**src/rtl/mem_arb_pkg.sv**
```systemverilog
// rtl/mem_arb_pkg.sv - shared types and defaults for the fetch/LSU memory port arbiter
package mem_arb_pkg;

  localparam int ADDR_W_DEF  = 32;
  localparam int DATA_W_DEF  = 32;
  localparam int TIMEOUT_DEF = 255;

  typedef enum logic [1:0] {
    IDLE     = 2'd0,
    IF_WAIT  = 2'd1,
    LSU_WAIT = 2'd2
  } arb_state_t;

endpackage

```
**src/rtl/mem_arb_watchdog.sv**
```systemverilog
// rtl/mem_arb_watchdog.sv - 8-bit wait-state watchdog used when MEM_ARB_TIMEOUT_EN is defined
module mem_arb_watchdog #(
  parameter int TIMEOUT_CYCLES = mem_arb_pkg::TIMEOUT_DEF
) (
  input  logic i_clk,
  input  logic i_reset,
  input  logic i_clear,
  input  logic i_enable,
  output logic o_expire
);

  // Count value seen in the last permitted wait cycle.
  localparam logic [7:0] LIMIT = 8'(TIMEOUT_CYCLES - 1);

  logic [7:0] count;

  // Count wait cycles; cleared whenever the arbiter sits in IDLE.
  always_ff @(posedge i_clk or negedge i_reset) begin
    if (!i_reset) begin
      count <= 8'd0;
    end else if (i_clear) begin
      count <= 8'd0;
    end else if (i_enable) begin
      count <= count + 8'd1;
    end
  end

  // Fires in the TIMEOUT_CYCLES-th consecutive wait cycle.
  assign o_expire = i_enable && (count == LIMIT);

endmodule

```
**src/rtl/mem_port_arbiter.sv**
```systemverilog
// rtl/mem_port_arbiter.sv - fetch/LSU arbiter onto one memory port; optional watchdog via MEM_ARB_TIMEOUT_EN
module mem_port_arbiter
  import mem_arb_pkg::*;
#(
  parameter int ADDR_W         = ADDR_W_DEF,
  parameter int DATA_W         = DATA_W_DEF,
  parameter int TIMEOUT_CYCLES = TIMEOUT_DEF
) (
  input  logic              i_clk,
  input  logic              i_reset,
  input  logic              i_flush,
  input  logic              i_if_req,
  input  logic [ADDR_W-1:0] i_if_addr,
  output logic [DATA_W-1:0] o_if_rdata,
  output logic              o_if_valid,
  output logic              o_if_stall,
  input  logic              i_lsu_req,
  input  logic              i_lsu_wren,
  input  logic [ADDR_W-1:0] i_lsu_addr,
  input  logic [DATA_W-1:0] i_lsu_wdata,
  input  logic [3:0]        i_lsu_bmask,
  output logic [DATA_W-1:0] o_lsu_rdata,
  output logic              o_lsu_valid,
  output logic              o_lsu_stall,
  output logic              o_mem_req,
  output logic              o_mem_wren,
  output logic [ADDR_W-1:0] o_mem_addr,
  output logic [DATA_W-1:0] o_mem_wdata,
  output logic [3:0]        o_mem_bmask,
  input  logic              i_mem_ack,
  input  logic [DATA_W-1:0] i_mem_rdata,
  output logic              o_timeout
);

  arb_state_t state, state_next;
  logic       grant_if, grant_lsu;
  logic       done, abort;
  logic       drop;
  logic       wd_expire;
  logic       drop_now;

  // A requester whose valid is pulsing still holds req for this cycle;
  // the stall terms double as "request not yet served".
  assign o_if_stall  = i_if_req  & ~o_if_valid;
  assign o_lsu_stall = i_lsu_req & ~o_lsu_valid;

  // A flush in the completing cycle drops the fetch just like an earlier one.
  assign drop_now = drop | i_flush;

  // State register.
  always_ff @(posedge i_clk or negedge i_reset) begin
    if (!i_reset) begin
      state <= IDLE;
    end else begin
      state <= state_next;
    end
  end

  // Next-state: LSU wins ties; a wait ends on ack, or on watchdog expiry.
  always_comb begin
    state_next = state;
    grant_if   = 1'b0;
    grant_lsu  = 1'b0;
    done       = 1'b0;
    abort      = 1'b0;
    case (state)
      IDLE: begin
        if (o_lsu_stall) begin
          state_next = LSU_WAIT;
          grant_lsu  = 1'b1;
        end else if (o_if_stall && !i_flush) begin
          state_next = IF_WAIT;
          grant_if   = 1'b1;
        end
      end
      IF_WAIT, LSU_WAIT: begin
        if (i_mem_ack) begin
          state_next = IDLE;
          done       = 1'b1;
        end else if (wd_expire) begin
          state_next = IDLE;
          abort      = 1'b1;
        end
      end
      default: state_next = IDLE;
    endcase
  end

  // Bus request/fields, read-data capture and completion pulses.
  always_ff @(posedge i_clk or negedge i_reset) begin
    if (!i_reset) begin
      o_mem_req   <= 1'b0;
      o_mem_wren  <= 1'b0;
      o_mem_addr  <= '0;
      o_mem_wdata <= '0;
      o_mem_bmask <= 4'h0;
      o_if_rdata  <= '0;
      o_lsu_rdata <= '0;
      o_if_valid  <= 1'b0;
      o_lsu_valid <= 1'b0;
    end else begin
      o_if_valid  <= 1'b0;
      o_lsu_valid <= 1'b0;
      if (grant_lsu) begin
        o_mem_req   <= 1'b1;
        o_mem_wren  <= i_lsu_wren;
        o_mem_addr  <= i_lsu_addr;
        o_mem_wdata <= i_lsu_wdata;
        o_mem_bmask <= i_lsu_bmask;
      end else if (grant_if) begin
        o_mem_req   <= 1'b1;
        o_mem_wren  <= 1'b0;
        o_mem_addr  <= i_if_addr;
        o_mem_wdata <= '0;
        o_mem_bmask <= 4'hF;
      end
      if (done || abort) begin
        o_mem_req <= 1'b0;
        if (state == IF_WAIT) begin
          o_if_rdata <= done ? i_mem_rdata : '0;
          o_if_valid <= ~drop_now;
        end else begin
          o_lsu_rdata <= done ? i_mem_rdata : '0;
          o_lsu_valid <= 1'b1;
        end
      end
    end
  end

  // Drop flag: set by a flush while a fetch is outstanding, cleared on completion.
  always_ff @(posedge i_clk or negedge i_reset) begin
    if (!i_reset) begin
      drop <= 1'b0;
    end else if (done || abort || state == IDLE) begin
      drop <= 1'b0;
    end else if (state == IF_WAIT && i_flush) begin
      drop <= 1'b1;
    end
  end

`ifdef MEM_ARB_TIMEOUT_EN
  mem_arb_watchdog #(
    .TIMEOUT_CYCLES (TIMEOUT_CYCLES)
  ) u_watchdog (
    .i_clk    (i_clk),
    .i_reset  (i_reset),
    .i_clear  (state == IDLE),
    .i_enable (state != IDLE),
    .o_expire (wd_expire)
  );

  // Sticky timeout flag, only cleared by reset.
  always_ff @(posedge i_clk or negedge i_reset) begin
    if (!i_reset) begin
      o_timeout <= 1'b0;
    end else if (abort) begin
      o_timeout <= 1'b1;
    end
  end
`else
  logic unused_cfg;
  assign unused_cfg = ^TIMEOUT_CYCLES;
  assign wd_expire  = 1'b0;
  assign o_timeout  = 1'b0;
`endif

endmodule

```
**config.mk**
```make
export PLATFORM = sky130hd
export DESIGN_NAME = mem_port_arbiter
export DESIGN_NICKNAME = d
export VERILOG_FILES = /design/src/rtl/mem_arb_pkg.sv /design/src/rtl/mem_arb_watchdog.sv /design/src/rtl/mem_port_arbiter.sv
export SDC_FILE = /design/constraint.sdc
export NUM_CORES = 1
export LEC_CHECK = 0
export BUFFER_PORTS_ARGS = -buffer_cell sky130_fd_sc_hd__buf_2
export CAP_MARGIN = 5
export CORE_UTILIZATION = 49
export CTS_CLUSTER_DIAMETER = 50
export DETAILED_ROUTE_END_ITERATION = 12
export PLACE_DENSITY = 0.83
export SLEW_MARGIN = 20
export SYNTH_ARGS = -nofsm -noshare
export SYNTH_HDL_FRONTEND = slang
export SYNTH_HIERARCHICAL = 1
export SYNTH_SLANG_ARGS = --single-unit
export TNS_END_PERCENT = 100
```
**constraint.sdc**
```tcl
create_clock -name i_clk -period 5.3 [get_ports i_clk]
set_input_delay 0.53 -clock i_clk [delete_from_list [all_inputs] [get_ports i_clk]]
set_output_delay 0.53 -clock i_clk [all_outputs]
set_load 0.05 [all_outputs]
```
-- Yosys cells after proc, flatten, opt, wreduce, memory -nomap -nowiden
Index checks and enable logic that the tools add are counted.
- bits in registers: 139
- latch bits: 0
- bits in writable memories: 0
- ROM bits: 0
- bits of input ports: 139
- output and inout port bits: 139
- word-level logic and storage cells: 62
- memories kept: 0
- add/sub/neg operators: 0
- $mul: 0
- div/mod/pow operators: 0
- magnitude comparators: 0
- eq/ne operators: 4
- shift operators: 0
- mux-type cells: 28
- bitwise gates (word level): 7
- reductions and logical operators: 12
- operators by type and width (kind ; number):
    2-to-1 mux 32 bit ; 4
    2-to-1 mux 1 bit ; 18
    2-to-1 mux 4 bit ; 2
    2-to-1 mux 2 bit ; 3
    AND reduction 2 bit ; 3
    NOT 1 bit ; 4
    one-hot mux 2 bit (2 select lines) ; 1
    nonzero test 2 bit ; 2
    inequality test 3 bit, second input constant ; 1
    nonzero test 3 bit ; 1
    bitwise AND 1 bit ; 2
    == test 2 x 1 -> 1 bit, second input constant ; 1
    == test 2 bit, second input constant ; 1
    logical AND 1 bit ; 2
    zero test 2 bit ; 1
    inequality test 2 bit, second input constant ; 1
    OR reduction 2 bit ; 1
    zero test 1 bit ; 1
    logical OR 1 bit ; 1
    bitwise OR 1 bit ; 1

-- Logic depth before layout (Yosys ltp)
- word-level depth: 9
- depth in mapped cells: 8
- gate-level depth less buffers: 6

-- Worst setup path before layout
OpenSTA, ideal clock, no wires.
- path type: register -> output
- start: reg o_if_valid
- end: out o_if_stall
- arrival time: 1.360 ns
- path slack: 3.410 ns
- stages on the path, launching flop included: 2
- path buffers: 0
- cells stage by stage: dfrtp_1 -> nor2b_1
- word-level cells in the longest chain between the ends: 2
- ends and longest elaborated chain (element ; line ; source):
    from (decl) ; mem_port_arbiter.sv:15 ; output logic o_if_valid,
    from (signal assigned) ; mem_port_arbiter.sv:121 ; o_if_valid <= ~drop_now;
    NOT 1 bit ; mem_port_arbiter.sv:44 ; assign o_if_stall = i_if_req & ~o_if_valid;
    bitwise AND 1 bit ; mem_port_arbiter.sv:44 ;
    to (decl) ; mem_port_arbiter.sv:16 ; output logic o_if_stall,
No other way between the ends.

-- Worst setup path in the final report
- start: reg state[1]
- end: reg o_mem_addr[31]
- word-level cells in the longest chain between the ends: 3
- elaborated cells on any way between the ends: 5
- those cells by class: mux: 3; reduce/logical: 2
- ends and longest elaborated chain (element ; line ; source):
    from (decl) ; mem_port_arbiter.sv:35 ; arb_state_t state, state_next;
    from (signal assigned) ; mem_port_arbiter.sv:55 ; state <= state_next;
    zero test 2 bit (*) ; mem_port_arbiter.sv:66 ; case (state)
    2-to-1 mux 1 bit ; mem_port_arbiter.sv:66 ;
    2-to-1 mux 32 bit / nonzero test 2 bit (equally long branches) ; -- ;
    to (signal assigned) ; mem_port_arbiter.sv:107 ; o_mem_addr <= i_lsu_addr;
    to (signal assigned) ; mem_port_arbiter.sv:113 ; o_mem_addr <= i_if_addr;
    to (decl) ; mem_port_arbiter.sv:27 ; output logic [ADDR_W-1:0] o_mem_addr,
Every way passes the cells marked *; elsewhere a longest branch is shown, timed or not.
A chain may end at the register's enable or synchronous reset.

==> run metrics <==
unrepaired setup endpoints after global routing=false; critical path launch point type=flop; synthesized cell area=0.00547 sq mm; most numerous cell in the Yosys netlist=dfrtp_1; Vias/cell=5.32; Hold Violations, Final=0; Avg Cell Area, Syn=15.3 sq um; Die Ht=108 um; CTS max path bufs=2; final setup fails=0; R2R Path Start=state[1]; clk sinks=139; setup repair bufs after CTS=0; Core Region=0.0108 sq mm; antenna violations before repair=0; final wirelength=14400 um; drt initial violations=294; Port Buffer Count=276; gr usage total=25.0%; post-layout min period=2.08 ns; top post-synthesis cells by area=dfrtp_1, mux2_2, o221a_1; DRT antenna net count=0; crit path from=state[1]; synth cell count leaders=dfrtp_1, mux2_2, a22o_1, nand2b_1, o221a_1; Worst Reg2Reg Path Length in Cells=4; global-route wire length before repair=21600 um; CTS tree=done; Top Metal Used=met4; Die Footprint=0.0116 sq mm; DR WL met3=1250 um; crit end category=flop; vias in the first global route=4409; Layout area overhead=37.7%; layout cells sized above 1=56.6%; gr ovfl total=0; HPWL Detailed=9960 um; Async SR Flop Fraction=100%; GPL Wtd Cong=0.757; Hold WS=0.101 ns; min-delay worst type=primary input to async pin; clock-pin slew on the worst setup and hold paths=0.06 ns; WL per Instance=18.4 um; outcome=completed; WS Path Type=flop to flop; ANT cells=0; Post-Syn Nets=498; Post-route DRC=0; Synth Flop Type=dfrtp_1; WL met2=7360 um; critical path data arrival time=2.49 ns; FP Rows=38; CP Max Fanout=32; Worst-Margin Slew=0.835 ns; Initial Util=50.5%; total number of yosys warnings=6; sequential element share of the synthesized area=63.6%; max cap viols=0; Netlist cell types=31; maximum clock rate=481 MHz; Max-slew headroom=44.4%; H-tree depth=4; CTS buffer count=17; drt pass-1 iters=4; largest area contributor in the netlist=dfrtp_1; WL met1=5520 um; final-stage net count=773; largest net degree at the start of global routing=96; Slew Viols, Final=0; Final period util=39.3%; Hold Buf Count CTS=0; PostCTS Resize Cnt=0; Worst Clk Skew=0.00509 ns; synthesized flop and latch total=139; Synth top area share=63.6%; Worst-Skew Late Latency=0.52 ns; Final TNS setup=0 ns; vias=4174; EDFF count, synth=0; io pins=278; die width=108 um; Req. time, crit path=5.71 ns; root buf cell=clkbuf_8; Syn Inst Count=357
## stage by stage
stage	instance area [sq um]	worst slack [ns]	util [%]	std cells
floorplan	5470	3.41	-	357
global placement	6870	2.79	63.4	753
detailed placement	6880	3.00	63.4	753
CTS	7530	2.99	69.5	785
global route	7530	3.11	69.5	785
finish	7530	3.22	69.5	785
## registers in the layout, summed over array words and instances, names as in the netlist, 2 cells and up
| name | flops |
|---|---|
| state | 2 |
| o_lsu_rdata | 32 |
| o_mem_addr | 32 |
| o_if_rdata | 32 |
| o_mem_wdata | 32 |
| o_mem_bmask | 4 |
## path summary, 6_finish.rpt
path,slack (ns),endpoint
max,3.22,o_mem_addr[31]
min,0.10,o_if_rdata[19]
max reg2reg,3.22,o_mem_addr[31]
min reg2reg,0.46,o_if_valid
max in group asynchronous,4.10,o_mem_addr[29]
min in group i_clk,0.22,drop
## final cells by class
class,count,area [sq um]
sequential,139,3480
fill,763,3310
multi-input combinational,190,1790
timing repair buffer,280,1420
clock buffer,21,439
clock inverter,11,216
tap,140,175
inverter,4,20.0
## cells in the final DEF (no fill, tap or decap), drive strengths merged, types with 2 or more instances in the layout
cell / n
bufinv: 6
mux2: 64
clkbuf: 21
o221a: 32
o21a: 2
a22o: 33
buf: 280
ha: 2
dfrtp: 139
a21oi: 3
nand2b: 34
inv: 4
o22a: 4
nand3: 2
clkinv: 5
nand2: 5
## worst max-delay path, stage by stage (launching register included)
cell,delay (ns)
dfrtp_1,0.38
inv_1,0.10
ha_1,0.34
nand3_2,0.63
o221a_2,0.49
## logic make-up (layout without fill, tap and decap cells)
logic type | after synthesis | after routing | synth area share [%]
flops | 139 | 139 | 63.6
simple gates | 46 | 46 | 5.28
buf+inv | 28 | 316 | 4.00
other cells | 1 | 1 | 0.0685
mux | 64 | 64 | 13.2
fa+ha+maj | 2 | 2 | 0.457
compound gates | 77 | 77 | 13.4
## routing by layer
metal  global-route usage [%]  up-vias
met2                     43.3      190
met3                     9.50       23
met1                     27.1     2085
li1                         -     1876
met4                     11.2        0
met5                        0        -
Power is left out: the tool's default activity adds up to more than one toggle a clock period on the data nets, which glitch-free logic cannot reach.
